--- src/rtl/opl3_pkg.sv ---
// Shared types and constants for the codec bring-up sequencer.
package opl3_pkg;

  // 7-bit I2C address of the audio codec
  localparam logic [6:0] CODEC_I2C_ADDR = 7'h1A;

  // One codec register write, sent over I2C as {reg_addr, data}.
  // The address field is named reg_addr because "reg" is a keyword.
  typedef struct packed {
    logic [6:0] reg_addr;
    logic [8:0] data;
  } codec_write_t;

  // Sequencer states
  typedef enum logic [2:0] {
    ST_POWER_WAIT,
    ST_ISSUE,
    ST_WAIT_RESP,
    ST_GAP,
    ST_ACT_WAIT,
    ST_DONE,
    ST_ERROR
  } codec_cfg_state_t;

  // Larger of two integers, for sizing shared counters
  function automatic int max_int(input int a, input int b);
    return (a > b) ? a : b;
  endfunction

  // Bits needed to hold values 0..n-1, never less than one bit
  function automatic int width_of(input int n);
    return (n > 1) ? $clog2(n) : 1;
  endfunction

endpackage

--- src/rtl/codec_init_rom.sv ---
// Default codec init table: step index -> register write.
// The final entry is always the "active" write (reg 0x09 = 0x001),
// whatever the table length, so the codec is enabled last.
module codec_init_rom
  import opl3_pkg::*;
#(
  parameter int NUM_WRITES = 10,
  parameter int STEP_W     = 4
) (
  input  logic [STEP_W-1:0] step_i,
  output codec_write_t      entry_o
);

  localparam logic [STEP_W-1:0] LAST_STEP    = STEP_W'(NUM_WRITES - 1);
  localparam codec_write_t      ACTIVE_WRITE = '{reg_addr: 7'h09, data: 9'h001};

  // Table lookup; entries beyond the default list read as zero
  always_comb begin
    entry_o = '0;
    if (step_i == LAST_STEP) begin
      entry_o = ACTIVE_WRITE;
    end else begin
      case (int'(step_i))
        0: entry_o = '{reg_addr: 7'h0F, data: 9'h000}; // software reset
        1: entry_o = '{reg_addr: 7'h06, data: 9'h000}; // power up all blocks
        2: entry_o = '{reg_addr: 7'h00, data: 9'h017}; // left line-in volume
        3: entry_o = '{reg_addr: 7'h01, data: 9'h017}; // right line-in volume
        4: entry_o = '{reg_addr: 7'h02, data: 9'h079}; // left headphone volume
        5: entry_o = '{reg_addr: 7'h03, data: 9'h079}; // right headphone volume
        6: entry_o = '{reg_addr: 7'h04, data: 9'h012}; // analog path: DAC select
        7: entry_o = '{reg_addr: 7'h05, data: 9'h000}; // digital path: unmute
        8: entry_o = '{reg_addr: 7'h07, data: 9'h002}; // I2S, 16-bit
        default: entry_o = '0;
      endcase
    end
  end

endmodule

--- src/rtl/codec_config_sequencer.sv ---
// Codec bring-up sequencer: waits for power-up, writes the init table
// through the I2C master with retry on NACK/timeout, waits for VMID
// settling before the final "active" write, then enables I2S.
module codec_config_sequencer
  import opl3_pkg::*;
#(
  parameter int  NUM_WRITES          = 10,
  parameter int  POWERUP_CYCLES      = 2_000_000,
  parameter int  INTER_WRITE_CYCLES  = 1000,
  parameter int  ACTIVATE_CYCLES     = 5_000_000,
  parameter int  RESP_TIMEOUT_CYCLES = 100_000,
  parameter int  MAX_RETRIES         = 3,
  localparam int STEP_W  = width_of(NUM_WRITES),
  localparam int CNT_W   = width_of(max_int(max_int(POWERUP_CYCLES, INTER_WRITE_CYCLES),
                                            max_int(ACTIVATE_CYCLES, RESP_TIMEOUT_CYCLES))),
  localparam int RETRY_W = width_of(MAX_RETRIES + 1)
) (
  input  logic              clk,
  input  logic              reset_n,
  input  logic              restart,
  output logic              cmd_valid,
  input  logic              cmd_ready,
  output logic [6:0]        cmd_dev_addr,
  output logic [15:0]       cmd_data,
  input  logic              rsp_valid,
  input  logic              rsp_nack,
  output logic              i2s_enable,
  output logic              config_done,
  output logic              config_error,
  output logic [STEP_W-1:0] step
);

  // Counter reload values: a load of N-1 counts N cycles down to zero
  localparam logic [CNT_W-1:0]   POWERUP_LOAD = CNT_W'(POWERUP_CYCLES - 1);
  localparam logic [CNT_W-1:0]   GAP_LOAD     = CNT_W'(INTER_WRITE_CYCLES - 1);
  localparam logic [CNT_W-1:0]   ACT_LOAD     = CNT_W'(ACTIVATE_CYCLES - 1);
  localparam logic [CNT_W-1:0]   TIMEOUT_LOAD = CNT_W'(RESP_TIMEOUT_CYCLES - 1);
  localparam logic [STEP_W-1:0]  LAST_STEP    = STEP_W'(NUM_WRITES - 1);
  localparam logic [RETRY_W-1:0] RETRY_MAX    = RETRY_W'(MAX_RETRIES);

  codec_cfg_state_t   state_q;
  logic [CNT_W-1:0]   cnt_q;
  logic [RETRY_W-1:0] retries_q;
  logic               act_done_q;   // VMID settling wait already spent this pass
  logic [STEP_W-1:0]  step_q;
  logic               cmd_valid_q;
  logic [15:0]        cmd_data_q;
  logic               i2s_enable_q;
  logic               config_done_q;
  logic               config_error_q;

  codec_write_t rom_entry;
  logic         cnt_zero;
  logic         last_step;

  assign cnt_zero  = (cnt_q == '0);
  assign last_step = (step_q == LAST_STEP);

  codec_init_rom #(
    .NUM_WRITES (NUM_WRITES),
    .STEP_W     (STEP_W)
  ) u_rom (
    .step_i  (step_q),
    .entry_o (rom_entry)
  );

  // Main sequencer FSM; every output is a register updated here
  always_ff @(posedge clk or negedge reset_n) begin
    if (!reset_n) begin
      state_q        <= ST_POWER_WAIT;
      cnt_q          <= POWERUP_LOAD;
      retries_q      <= '0;
      act_done_q     <= 1'b0;
      step_q         <= '0;
      cmd_valid_q    <= 1'b0;
      cmd_data_q     <= '0;
      i2s_enable_q   <= 1'b0;
      config_done_q  <= 1'b0;
      config_error_q <= 1'b0;
    end else begin
      case (state_q)
        // Both delays end the same way: the settling wait is inserted once
        // before the last entry, otherwise the write is issued directly.
        ST_POWER_WAIT, ST_GAP: begin
          if (cnt_zero) begin
            if (last_step && !act_done_q) begin
              state_q    <= ST_ACT_WAIT;
              cnt_q      <= ACT_LOAD;
              act_done_q <= 1'b1;
            end else begin
              state_q     <= ST_ISSUE;
              cmd_valid_q <= 1'b1;
              cmd_data_q  <= rom_entry;
            end
          end else begin
            cnt_q <= cnt_q - CNT_W'(1);
          end
        end

        ST_ACT_WAIT: begin
          if (cnt_zero) begin
            state_q     <= ST_ISSUE;
            cmd_valid_q <= 1'b1;
            cmd_data_q  <= rom_entry;
          end else begin
            cnt_q <= cnt_q - CNT_W'(1);
          end
        end

        // Hold the command until the I2C master takes it; the response
        // timeout only starts once the command has been accepted.
        ST_ISSUE: begin
          if (cmd_ready) begin
            cmd_valid_q <= 1'b0;
            cnt_q       <= TIMEOUT_LOAD;
            state_q     <= ST_WAIT_RESP;
          end
        end

        // A response on the expiry cycle wins over the timeout
        ST_WAIT_RESP: begin
          if (rsp_valid && !rsp_nack) begin
            retries_q <= '0;
            if (last_step) begin
              state_q       <= ST_DONE;
              config_done_q <= 1'b1;
              i2s_enable_q  <= 1'b1;
            end else begin
              step_q  <= step_q + STEP_W'(1);
              state_q <= ST_GAP;
              cnt_q   <= GAP_LOAD;
            end
          end else if (rsp_valid || cnt_zero) begin
            if (retries_q == RETRY_MAX) begin
              state_q        <= ST_ERROR;
              config_error_q <= 1'b1;
              i2s_enable_q   <= 1'b0;
            end else begin
              retries_q <= retries_q + RETRY_W'(1);
              state_q   <= ST_GAP;
              cnt_q     <= GAP_LOAD;
            end
          end else begin
            cnt_q <= cnt_q - CNT_W'(1);
          end
        end

        // Terminal states; only a restart pulse leaves them
        ST_DONE, ST_ERROR: begin
          if (restart) begin
            state_q        <= ST_POWER_WAIT;
            cnt_q          <= POWERUP_LOAD;
            retries_q      <= '0;
            act_done_q     <= 1'b0;
            step_q         <= '0;
            i2s_enable_q   <= 1'b0;
            config_done_q  <= 1'b0;
            config_error_q <= 1'b0;
          end
        end

        default: begin
          state_q <= ST_POWER_WAIT;
          cnt_q   <= POWERUP_LOAD;
        end
      endcase
    end
  end

  assign cmd_valid    = cmd_valid_q;
  assign cmd_data     = cmd_data_q;
  assign cmd_dev_addr = CODEC_I2C_ADDR;
  assign i2s_enable   = i2s_enable_q;
  assign config_done  = config_done_q;
  assign config_error = config_error_q;
  assign step         = step_q;

endmodule

--- config.mk ---
export PLATFORM = sky130hd
export DESIGN_NAME = codec_config_sequencer
export DESIGN_NICKNAME = d
export VERILOG_FILES = /design/src/rtl/opl3_pkg.sv /design/src/rtl/codec_init_rom.sv /design/src/rtl/codec_config_sequencer.sv
export SDC_FILE = /design/constraint.sdc
export NUM_CORES = 1
export LEC_CHECK = 0
export BUFFER_PORTS_ARGS = -buffer_cell sky130_fd_sc_hd__buf_4
export CELL_PAD_IN_SITES_DETAIL_PLACEMENT = 0
export CELL_PAD_IN_SITES_GLOBAL_PLACEMENT = 1
export CORE_MARGIN = 4
export CORE_UTILIZATION = 25
export CTS_CLUSTER_SIZE = 14
export DETAILED_ROUTE_END_ITERATION = 10
export PLACE_DENSITY_LB_ADDON = 0.25
export SLEW_MARGIN = 20
export SYNTH_ARGS = -nofsm -noshare
export SYNTH_HDL_FRONTEND = slang
export SYNTH_HIERARCHICAL = 1
export SYNTH_SLANG_ARGS = --single-unit
--- constraint.sdc ---
create_clock -name clk -period 2.98 [get_ports clk]
set_input_delay 0.447 -clock clk [delete_from_list [all_inputs] [get_ports clk]]
set_output_delay 0.447 -clock clk [all_outputs]
set_load 0.02 [all_outputs]
==> key figures, run 1 <==
Routing
  • Routed wire length: 9.349 mm
  • Initial DRC Count: 162
  • First drt pass iteration count: 4
  • Antenna Nets Post-Route: 0
  • WL/cell: 16.15 µm
  • Drt drc: 0
  • Via count: 2887
  • Vias/cell: 4.986

Logic synthesis
  • Ys async rst share: 1.000
  • Count leader, synth: dfrtp_1
  • Synth cell types: 69
  • Synthesized instance count: 371
  • Largest cells by area after synthesis: dfrtp_1 (29%), dfstp_2 (9.8%), mux2_2 (5.8%)
  • Yosys top cell by area: dfrtp_1
  • Ys Warns: 6
  • Syn Std Cell Area: 3476 µm²
  • Register area share after synthesis: 0.3862
  • Top cell type's share of synthesized area: 0.2880
  • Prevailing post-synth register cell: dfrtp_1
  • Synth Area per Inst: 9.369 µm²
  • #FFs+latches synth: 53
  • Post-synth EDFFs: 0
  • Synth top cells by count: dfrtp_1 (40), nor2_1 (35), nand2_1 (25), o21ai_0 (22), a21oi_1 (19)

Critical path
  • Max stage delay on crit path: 0.49 ns
  • CP max-delay cell: a21oi_4
  • Critical Path Sink Type: flip-flop
  • Crit Path Max Fanout: 17
  • Reg2Reg Launch Point: cnt_q[0]
  • R2r setup slk: 0.45 ns
  • Critical Path Source: cnt_q[0]
  • Buf/Inv on CP: 1
  • Critical Path AT: 2.72 ns
  • Critical Path RT: 3.17 ns
  • Worst path top cell family by delay: simple AND/OR/NAND/NOR gates
  • WS Path Type: reg2reg
  • Sequence of cells on the critical path: inv_1, ha_1, nor4b_1, and4b_1, nand2_1, a21oi_4, mux2_2
  • Worst Setup Start Kind: flip-flop

Floorplanning
  • Initial Utilization: 0.2584
  • Die ar.: 15850 µm²
  • Cell Rows: 42
  • I/O pin total: 37
  • Core area: 13450 µm²
  • Die Wd: 125.9 µm
  • Die height: 125.9 µm

Power
  • Worst VDD drop: 467.1 µV
  • Flop pwr share: 0.339
  • Comb pwr share: 0.448
  • Sw frac: 0.4100
  • Clk pwr share: 0.213
  • NetSw: 0.001385 W
  • Static leakage: 1.743 nW
  • Power Internal: 0.001993 W
  • Pwr Density: 833.2 nW/µm²

STA
  • Fmax: 394.9 MHz
  • TNS Setup: 0 ns
  • Pins Over Slew Limit: 0
  • RSZ-0062 raised after global routing: false
  • Measured slew at the worst slew-check pin: 0.7202 ns
  • Final setup viols: 0
  • Tcrit/Tclk final: 0.8497
  • Hold Vio Cnt, Final: 0
  • Slew HR: 0.5199
  • Final Critical Period: 2.532 ns
  • Final clock skew: 0.005490 ns

Layout
  • Final core occ: 0.3013
  • Area growth, synth to finish: 16.63%
  • # diodes: 0
  • Fillers: 1456
  • # nets final: 420
  • Share of cells above drive strength 1: 0.2481

Min path
  • Worst hold path type: in2async

Global route
  • GRT Residual Overflow: 0
  • Vias in the first global route: 2734
  • Gr usage total: 0.1191
  • Initial antenna violation count: 0
  • First-pass GRT wire length: 15.06 mm
  • Largest net degree at the start of global routing: 54

Placed design
  • IO buf count: 29
  • RD Place Congestion: 0.7665
  • DP HPWL: 6.972 mm

Clock network
  • Clock latency on the worst-skew pair: 0.30 ns
  • Clk root buf: clkbuf_16
  • Clock sink count: 53
  • Max clock buf depth: 2
  • TritonCTS clock tree: built
  • PostCTS Resize Cnt: 0
  • Post CTS Setup Buffer Count: 0
  • Worst-path clk slew: 0.07 ns
  • Htree depth: 2
  • Hold buffer count at cts: 0
  • Total CTS buffers: 5

Run
  • Max Cap Violations: 0

Outcome
  • Outcome: finished clean
==> per-stage QoR <==
step                total power [W]  setup slack (ns)  instance area [µm²]  hold WS [ns]  cells
finish                     0.003378            0.4479                 4054        0.1944    579
global route               0.003661            0.2282                 4054        0.2589    579
CTS                        0.003417            0.4240                 4054        0.2292    579
detailed placement         0.002675            0.4512                 3874        0.4753    571
global placement           0.002686            0.4732                 3874        0.4748    571
floorplan                  0.002259            0.6767                 3510        0.1514    380
==> layout make-up <==
type                       instances  area [µm²]  share of cell area
clock buffer                       6       138.9             0.03426
sequential                        53        1343              0.3312
inverter                          11       43.79             0.01080
clock inverter                     2       41.29             0.01019
tap                              176       220.2             0.05432
multi-input combinational        288        1932              0.4765
timing repair buffer              43       335.3             0.08272
==> routing by layer <==
layer	share of wire	GRT usage	routed length, µm
met1	0.48	0.1658	4492
met2	0.45	0.1828	4204
met3	0.045	0.02794	418
met4	0.025	0.03785	234
met5	0	0	0
==> cells in the final DEF, fill, tap and decap left out, drive strengths merged, types with 13 or more instances in the layout <==
| cell type | n |
|---|---|
| mux2 | 18 |
| dfstp | 13 |
| nand2 | 25 |
| nor3 | 15 |
| dfrtp | 40 |
| a21oi | 20 |
| buf | 43 |
| nor2 | 35 |
| o21ai | 25 |
==> worst register-to-register path, cell delays in order (launching register included) <==
cell and delay (ns):
dfstp_2 0.39, inv_1 0.11, ha_1 0.15, nor4b_1 0.40, and4b_1 0.34, nand2_1 0.14
a21oi_4 0.49, mux2_2 0.41
==> sequential cells by signal, indices dropped and copies added, names as in the netlist <==
signal        cells
act_done_q        1
cmd_data         16
cmd_valid         1
cnt_q            23
config_done       1
config_error      1
i2s_enable        1
retries_q         2
state_q           3
step              4
==> kinds of logic (layout without fill, tap and decap cells) <==
| kind of cell | count (synthesis) | in the layout | share of synthesized area |
|---|---|---|---|
| other | 3 | 12 | 0.003240 |
| AO/OA/AOI/OAI | 102 | 102 | 0.2001 |
| adder cells (fa/ha/maj) | 12 | 12 | 0.04320 |
| buffers and inverters | 39 | 62 | 0.06767 |
| multiplexers | 23 | 23 | 0.07271 |
| AND/OR/NAND/NOR | 135 | 135 | 0.2167 |
| flip-flops | 53 | 53 | 0.3862 |
| XOR/XNOR | 4 | 4 | 0.01008 |
==> final timing paths <==
| kind | to | depth (start not counted) |
|---|---|---|
| max | cmd_data[4] | 7 |
| min | cmd_data[14] | 1 |
| max reg2reg | cmd_data[4] | 7 |
| min reg2reg | cnt_q[15] | 2 |
| max in group asynchronous | cnt_q[13] | 1 |
| min in group clk | cnt_q[15] | 2 |
==> power groups by stage <==
stage	registers, W	clock network (W)	logic [W]
after detailed placement	0.00116	0	0.00152
after floorplan	0.00113	0	0.00113
after CTS	0.00115	0.000751	0.00152
after global placement	0.00116	0	0.00152
final	0.00115	0.000719	0.00151
after global routing	0.00119	0.000777	0.00170
(Power assumes the default switching activity.)
==> inputs of run 2 (changes only) <==
- ABC_AREA: not set -> 1
- clock period: 2.98 -> 2.55 ns (I/O delays scaled with it)
==> run 2 against run 1 <==
Synthesized area rose by 7.5%. Worst setup slack got worse by 0.030 ns. Wire length rose by 6.8%. Utilization fell by 1.2 points. Largest power group is now sequential cells. Sequential share of layout area fell by 1.3 points. Critical endpoint is now cnt_q[12].
==> key figures, run 2 <==
Power
  • Worst VDD drop: 224.9 µV (-52%)
  • Pwr Density: 391.3 nW/µm² (-53%)
  • Static leakage: 2.264 nW (+30%)

Layout
  • Fillers: 1598 (+9.8%)
  • Area of the multi-input gates: 2022 µm² (+4.7%)
  • Max reg flops: 23 (unchanged)
  • Most common cell after layout, fill and taps aside: nand2_1
  • Fin cells: 730 (+26%)
  • # diodes: 0 (unchanged)
  • Area growth, synth to finish: 13.06%
  • Reg area: 1343 µm² (unchanged)
  • Share of cells above drive strength 1: 0.1795 (-0.06865)
  • Top reg by flops: cnt_q
  • Final std cell area, no fill: 4224 µm² (+4.2%)
  • Most frequent cells in the layout: nand2_1 (175), nor2_1 (56), inv_1 (55)
  • # nets final: 563 (+34%)

Global route
  • GRT met2 Usage: 0.2142 (+0.03146)
  • GR Util met3: 0.02456 (-0.003382)
  • Vias in the first global route: 3249 (+19%)
  • Met1 GRT Util: 0.1649 (-0.0009701)
  • First-pass GRT wire length: 16.62 mm (+10%)
  • Largest net degree at the start of global routing: 54 (unchanged)
  • Gr usage total: 0.1260 (+0.006896)
  • GRT Residual Overflow: 0 (unchanged)
  • GR peak layer: met2
  • Initial antenna violation count: 0 (unchanged)

Critical path
  • Crit Path Max Fanout: 26 (+9)
  • Crit-path most repeated cell: nand2_1
  • Worst r2r path cells: 12 (+5)
  • Sequence of cells on the critical path: inv_1, ha_1, nand3_1, nor2_1, nand2_1, nand2_1, nor2_1, nand3_2, inv_2, nand2_1, nand2_1, inv_1
  • R2r setup slk: 0.42 ns (-0.03 ns)
  • WS Path Type: reg2reg
  • Critical Path RT: 2.75 ns (-0.42 ns)
  • Critical Path AT: 2.34 ns (-0.38 ns)
  • Max stage delay on crit path: 0.48 ns (about the same)
  • Reg2Reg Launch Point: step[1]
  • Worst R2R End: cnt_q[12]
  • CP max-delay cell: dfrtp_1
  • Critical Path Source: step[1]
  • Worst Setup Start Kind: flip-flop
  • Critical Path Sink Type: flip-flop

Clock network
  • PostCTS Resize Cnt: 0 (unchanged)
  • Total CTS buffers: 5 (unchanged)
  • Clk root buf: clkbuf_16
  • Post CTS Setup Buffer Count: 0 (unchanged)
  • Worst-path clk slew: 0.08 ns (about the same)
  • Max clock buf depth: 2 (unchanged)
  • Htree depth: 2 (unchanged)
  • Hold buffer count at cts: 0 (unchanged)
  • Clock sink count: 53 (unchanged)
  • TritonCTS clock tree: built
  • Clock latency on the worst-skew pair: 0.31 ns (about the same)

Logic synthesis
  • Complex-gate fraction of the synthesized area: 0.04756 (-0.1526)
  • Ys Warns: 6 (unchanged)
  • Ys async rst share: 1.000 (unchanged)
  • Xor and xnor fraction of the mapped netlist area: 0.03048 (+0.02040)
  • Synth cell types: 35 (-49%)
  • Largest family of logic cells by synthesized area: simple AND/OR/NAND/NOR gates
  • Synth Area in Simple Gates: 0.3537 (+0.1369)
  • Top cell type's share of synthesized area: 0.2679 (-0.02006)
  • Count leader, synth: nand2_1
  • Yosys top cell by area: dfrtp_1
  • Prevailing post-synth register cell: dfrtp_1
  • Synth top cells by count: nand2_1 (175), nor2_1 (56), inv_1 (55), dfrtp_1 (40), nand3_1 (35)
  • #FFs+latches synth: 53 (unchanged)
  • Synthesized instance count: 516 (+39%)
  • Register area share after synthesis: 0.3593 (-0.02691)
  • Multiplexer share of the synthesized area: 0.05727 (-0.01545)
  • Synth Area per Inst: 7.240 µm² (-23%)
  • Syn Std Cell Area: 3736 µm² (+7.5%)
  • Post-synth EDFFs: 0 (unchanged)
  • Largest cells by area after synthesis: dfrtp_1 (27%), nand2_1 (18%), dfstp_2 (9.1%)
  • Adder-Cell Fraction of Synth Area: 0.04019 (-0.003009)

STA
  • Final setup viols: 0 (unchanged)
  • Slew HR: 0.5201 (about the same)
  • Hold Vio Cnt, Final: 0 (unchanged)
  • TNS Setup: 0 ns (unchanged)
  • RSZ-0062 raised after global routing: false
  • Pins Over Slew Limit: 0 (unchanged)
  • Final clock skew: 0.009660 ns (+0.004170 ns)
  • Final Critical Period: 2.132 ns (-0.3999 ns)
  • Fmax: 469.0 MHz (+19%)
  • Measured slew at the worst slew-check pin: 0.7199 ns (-0.0003396 ns)
  • Tcrit/Tclk final: 0.8361 (-0.01356)

Outcome
  • Outcome: finished clean

Floorplanning
  • Die ar.: 16960 µm² (+7.0%)
  • Die Wd: 130.2 µm (+3.4%)
  • I/O pin total: 37 (unchanged)
  • Initial Utilization: 0.2561 (-0.002281)
  • Die height: 130.2 µm (+3.4%)
  • Core area: 14590 µm² (+8.4%)
  • Cell Rows: 44 (+4.8%)

Min path
  • Worst hold path type: in2async

Routing
  • Antenna Nets Post-Route: 0 (unchanged)
  • Initial DRC Count: 132 (-19%)
  • Vias/cell: 4.356 (-13%)
  • WL/cell: 13.68 µm (-15%)
  • Routed wire length: 9.984 mm (+6.8%)
  • First drt pass iteration count: 4 (unchanged)
  • Via count: 3180 (+10%)
  • Drt drc: 0 (unchanged)

Placed design
  • Dpl cells: 722 (+26%)
  • DP HPWL: 7.427 mm (+6.5%)
  • DP Area: 4079 µm² (+5.3%)
  • RD Place Congestion: 0.8336 (+8.8%)
  • IO buf count: 29 (unchanged)

Run
  • Max Cap Violations: 0 (unchanged)
[run 2: changes by cell type after synthesis, moves of 9 or more]
cell and change:
nand2_2 +9, nor2_1 +21, nor3_1 -9, inv_1 +45, nand3_1 +24, mux2_4 +9, nand2_1 +150, mux2_2 -11
[run 2: routing by layer]
| layer | share of wire | wire (µm) | up-vias |
|---|---|---|---|
| met5 | 0 | 0 | - |
| met4 | 0.011 | 105 | 0 |
| met3 | 0.027 | 273 | 6 |
| met2 | 0.48 | 4804 | 36 |
| met1 | 0.48 | 4800 | 1491 |
| li1 | - | - | 1647 |
[run 2: through the flow]
step           utilization  setup WS [ns]  hold slack [ns]  power (W)
2_1_floorplan            -         0.6825          0.08691  0.0009351
3_5_place_dp        0.2796         0.3968           0.4643  0.0009642
6_report            0.2895         0.4179           0.1284   0.001653
4_1_cts             0.2895         0.3739           0.1636   0.001689
5_1_grt             0.2895         0.1257           0.1979   0.001728
3_3_place_gp        0.2796         0.4367           0.4599  0.0009640
[run 2: worst max-delay path, delay by kind of cell (launching register included)]
kind / cells / cell delay [ns]
adders and majority gates: 1 / 0.18
DFF: 1 / 0.48
buffers and inverters: 3 / 0.50
and+or+nand+nor: 8 / 0.86
[run 2: layout make-up]
cell class	count	share of cell area
Timing Repair Buffer	34	0.06043
Clock buffer	6	0.03051
Multi-Input combinational cell	390	0.4787
Sequential cell	53	0.3178
Clock inverter	2	0.003851
Inverter	61	0.05421
Tap cell	184	0.05450
[run 2: cell families after synthesis]
kind of cell,after synthesis
AO/OA/AOI/OAI,33
XOR/XNOR,13
adder cells (fa/ha/maj),12
buffers and inverters,82
flip-flops,53
multiplexers,16
other,3
AND/OR/NAND/NOR,304
[run 2: worst max-delay path by stage]
stage | slack (ns) | cells after the start | end
finish | 0.42 | 12 | cnt_q[12]
floorplan | 0.68 | 12 | cnt_q[21]
global route | 0.13 | 12 | cnt_q[12]
detailed placement | 0.40 | 12 | cnt_q[12]
CTS | 0.37 | 12 | cnt_q[12]
global placement | 0.44 | 12 | cnt_q[12]
[run 2: where the power goes]
part | total (W) | internal (W) | switching, W
combinational | 0.0000910 | 0.0000296 | 0.0000614
clock | 0.000707 | 0.000368 | 0.000339
sequential | 0.000855 | 0.000848 | 0.00000697
==> inputs of run 3 (changes only) <==
- clock period: 2.55 -> 2 ns (I/O delays scaled with it)
==> run 3 against run 2 <==
Clock skew down 0.00089 ns. Sequential power up 27%. Global-route usage up 0.28 points. Wire length up 3.8%. Combinational power up 36%. Non-clock buffer count up 22. Clock power up 35%. Fmax up 15%. Critical path type unchanged. Largest power group unchanged.
==> key figures, run 3 (synthesis results as in run 2) <==
Floorplanning
  • Core area: 14590 µm² (unchanged)
  • Die Wd: 130.2 µm (unchanged)
  • I/O pin total: 37 (unchanged)
  • Initial Utilization: 0.2561 (unchanged)
  • Die ar.: 16960 µm² (unchanged)
  • Cell Rows: 44 (unchanged)
  • Die height: 130.2 µm (unchanged)

Placed design
  • DP HPWL: 7.593 mm (+2.2%)
  • IO buf count: 29 (unchanged)
  • RD Place Congestion: 0.8080 (-3.1%)

Layout
  • Max reg flops: 23 (unchanged)
  • Most common cell after layout, fill and taps aside: nand2_1
  • Fillers: 1591 (-0.44%)
  • Most frequent cells in the layout: nand2_1 (172), inv_1 (54), buf_4 (53)
  • Top reg by flops: cnt_q
  • Area of the multi-input gates: 2078 µm² (+2.8%)
  • Area growth, synth to finish: 20.53%
  • # nets final: 585 (+3.9%)
  • Reg area: 1344 µm² (about the same)
  • Share of cells above drive strength 1: 0.2377 (+0.05819)
  • # diodes: 0 (unchanged)

Outcome
  • Outcome: finished clean

Global route
  • Gr usage total: 0.1287 (+0.002761)
  • GRT Residual Overflow: 0 (unchanged)
  • First-pass GRT wire length: 16.99 mm (+2.2%)
  • Vias in the first global route: 3260 (+0.34%)
  • Initial antenna violation count: 0 (unchanged)
  • Largest net degree at the start of global routing: 54 (unchanged)

Clock network
  • Clk root buf: clkbuf_16
  • Max clock buf depth: 2 (unchanged)
  • Htree depth: 2 (unchanged)
  • TritonCTS clock tree: built
  • Clock sink count: 53 (unchanged)
  • Clock latency on the worst-skew pair: 0.31 ns (about the same)
  • Worst-path clk slew: 0.08 ns (about the same)
  • Hold buffer count at cts: 0 (unchanged)
  • Total CTS buffers: 5 (unchanged)

STA
  • TNS Setup: 0 ns (unchanged)
  • Pins Over Slew Limit: 0 (unchanged)
  • Final clock skew: 0.008773 ns (-0.0008878 ns)
  • Measured slew at the worst slew-check pin: 0.7255 ns (+0.005659 ns)
  • Fmax: 539.1 MHz (+15%)
  • Tcrit/Tclk final: 0.9274 (+0.09131)
  • Final Critical Period: 1.855 ns (-0.2772 ns)
  • Hold Vio Cnt, Final: 0 (unchanged)
  • Hold Slack: 0.05428 ns (-0.07408 ns)
  • Slew HR: 0.5163 (-0.003773)
  • RSZ-0062 raised after global routing: false
  • Final setup viols: 0 (unchanged)

Power
  • Pwr Density: 480.4 nW/µm² (+23%)
  • Worst VDD drop: 318.4 µV (+42%)
  • Static leakage: 2.411 nW (+6.5%)

Run
  • Max Cap Violations: 0 (unchanged)

Critical path
  • Critical Path AT: 2.04 ns (-0.30 ns)
  • Buf/Inv on CP: 2 (-1)
  • WS Path Type: reg2reg
  • Crit Path Max Fanout: 7 (-73%)
  • Max stage delay on crit path: 0.41 ns (-0.07 ns)
  • CP max-delay cell: dfrtp_1
  • Critical Path Sink Type: flip-flop
  • Worst Setup Start Kind: flip-flop
  • Worst path top cell family by delay: simple AND/OR/NAND/NOR gates
  • Critical Path RT: 2.19 ns (-0.56 ns)
  • Sequence of cells on the critical path: nor2_2, nand2_1, nor2_1, nand3_2, nand3_2, buf_4, nand4_1, buf_4, nand2_1, o21ai_0

Routing
  • Vias/cell: 4.376 (+0.46%)
  • Drt drc: 0 (unchanged)
  • First drt pass iteration count: 5 (+1)
  • Routed wire length: 10.36 mm (+3.8%)
  • WL/cell: 13.78 µm (+0.73%)
  • Antenna Nets Post-Route: 0 (unchanged)
  • Initial DRC Count: 158 (+20%)
  • Via count: 3291 (+3.5%)

Min path
  • Worst hold path type: in2async
[run 3: stage by stage]
| step | instance area [µm²] | power [W] | setup WS [ns] | cells | utilization |
|---|---|---|---|---|---|
| 6_report | 4503 | 0.002163 | 0.1451 | 752 | 0.3087 |
| 5_1_grt | 4503 | 0.002271 | 0.003689 | 752 | 0.3087 |
| 4_1_cts | 4395 | 0.002215 | 0.02383 | 748 | 0.3013 |
| 3_5_place_dp | 4239 | 0.001233 | 0.04092 | 740 | 0.2906 |
| 3_3_place_gp | 4239 | 0.001231 | 0.01840 | 740 | 0.2906 |
| 2_1_floorplan | 3770 | 0.001192 | 0.1325 | 525 | - |
[run 3: path summary, 6_finish.rpt]
| kind | cells past startpoint | slack [ns] | startpoint | end |
|---|---|---|---|---|
| setup / recovery | 10 | 0.15 | cnt_q[21] | state_q[2] |
| hold / removal | 1 | 0.05 | reset_n | cnt_q[14] |
| setup reg to reg | 10 | 0.15 | cnt_q[21] | state_q[2] |
| hold reg to reg | 2 | 0.48 | cnt_q[1] | cnt_q[1] |
| max in group asynchronous | 1 | 1.44 | reset_n | cnt_q[16] |
| min in group clk | 4 | 0.38 | restart | step[2] |
[run 3: worst register-to-register path: cells and delay by family (launching register included)]
kind,cells,cell delay [ns]
AO/OA/AOI/OAI,1,0.08
flip-flops,1,0.41
buffers and inverters,2,0.29
AND/OR/NAND/NOR,7,0.95
[run 3: layout make-up]
| class | instances | area share |
|---|---|---|
| multi-input combinational | 390 | 0.4615 |
| sequential | 53 | 0.2984 |
| timing repair buffer | 56 | 0.1028 |
| inverter | 61 | 0.05140 |
| tap | 184 | 0.05113 |
| clock buffer | 6 | 0.03084 |
| clock inverter | 2 | 0.003890 |
[run 3: per-layer routing]
metal  global-route usage  part of all wire
met1               0.1742              0.49
met4              0.03729             0.016
met3              0.02456             0.024
met2               0.2091              0.47
met5                    0                 0
[run 3: where the power goes]
group / leakage, nW / internal, W / switching (W) / total (W)
sequential: 0.640 / 0.00108 / 0.00000531 / 0.00109
clock: 0.0775 / 0.000507 / 0.000446 / 0.000953
combinational: 1.69 / 0.0000410 / 0.0000831 / 0.000124
[run 3: repair_timing]
| action | 4_1_cts | 5_1_grt |
|---|---|---|
| setup buffers | 0 | 3 |
| gates resized for setup | 0 | 19 |
| endpoints found under the setup margin | 0 | 45 |
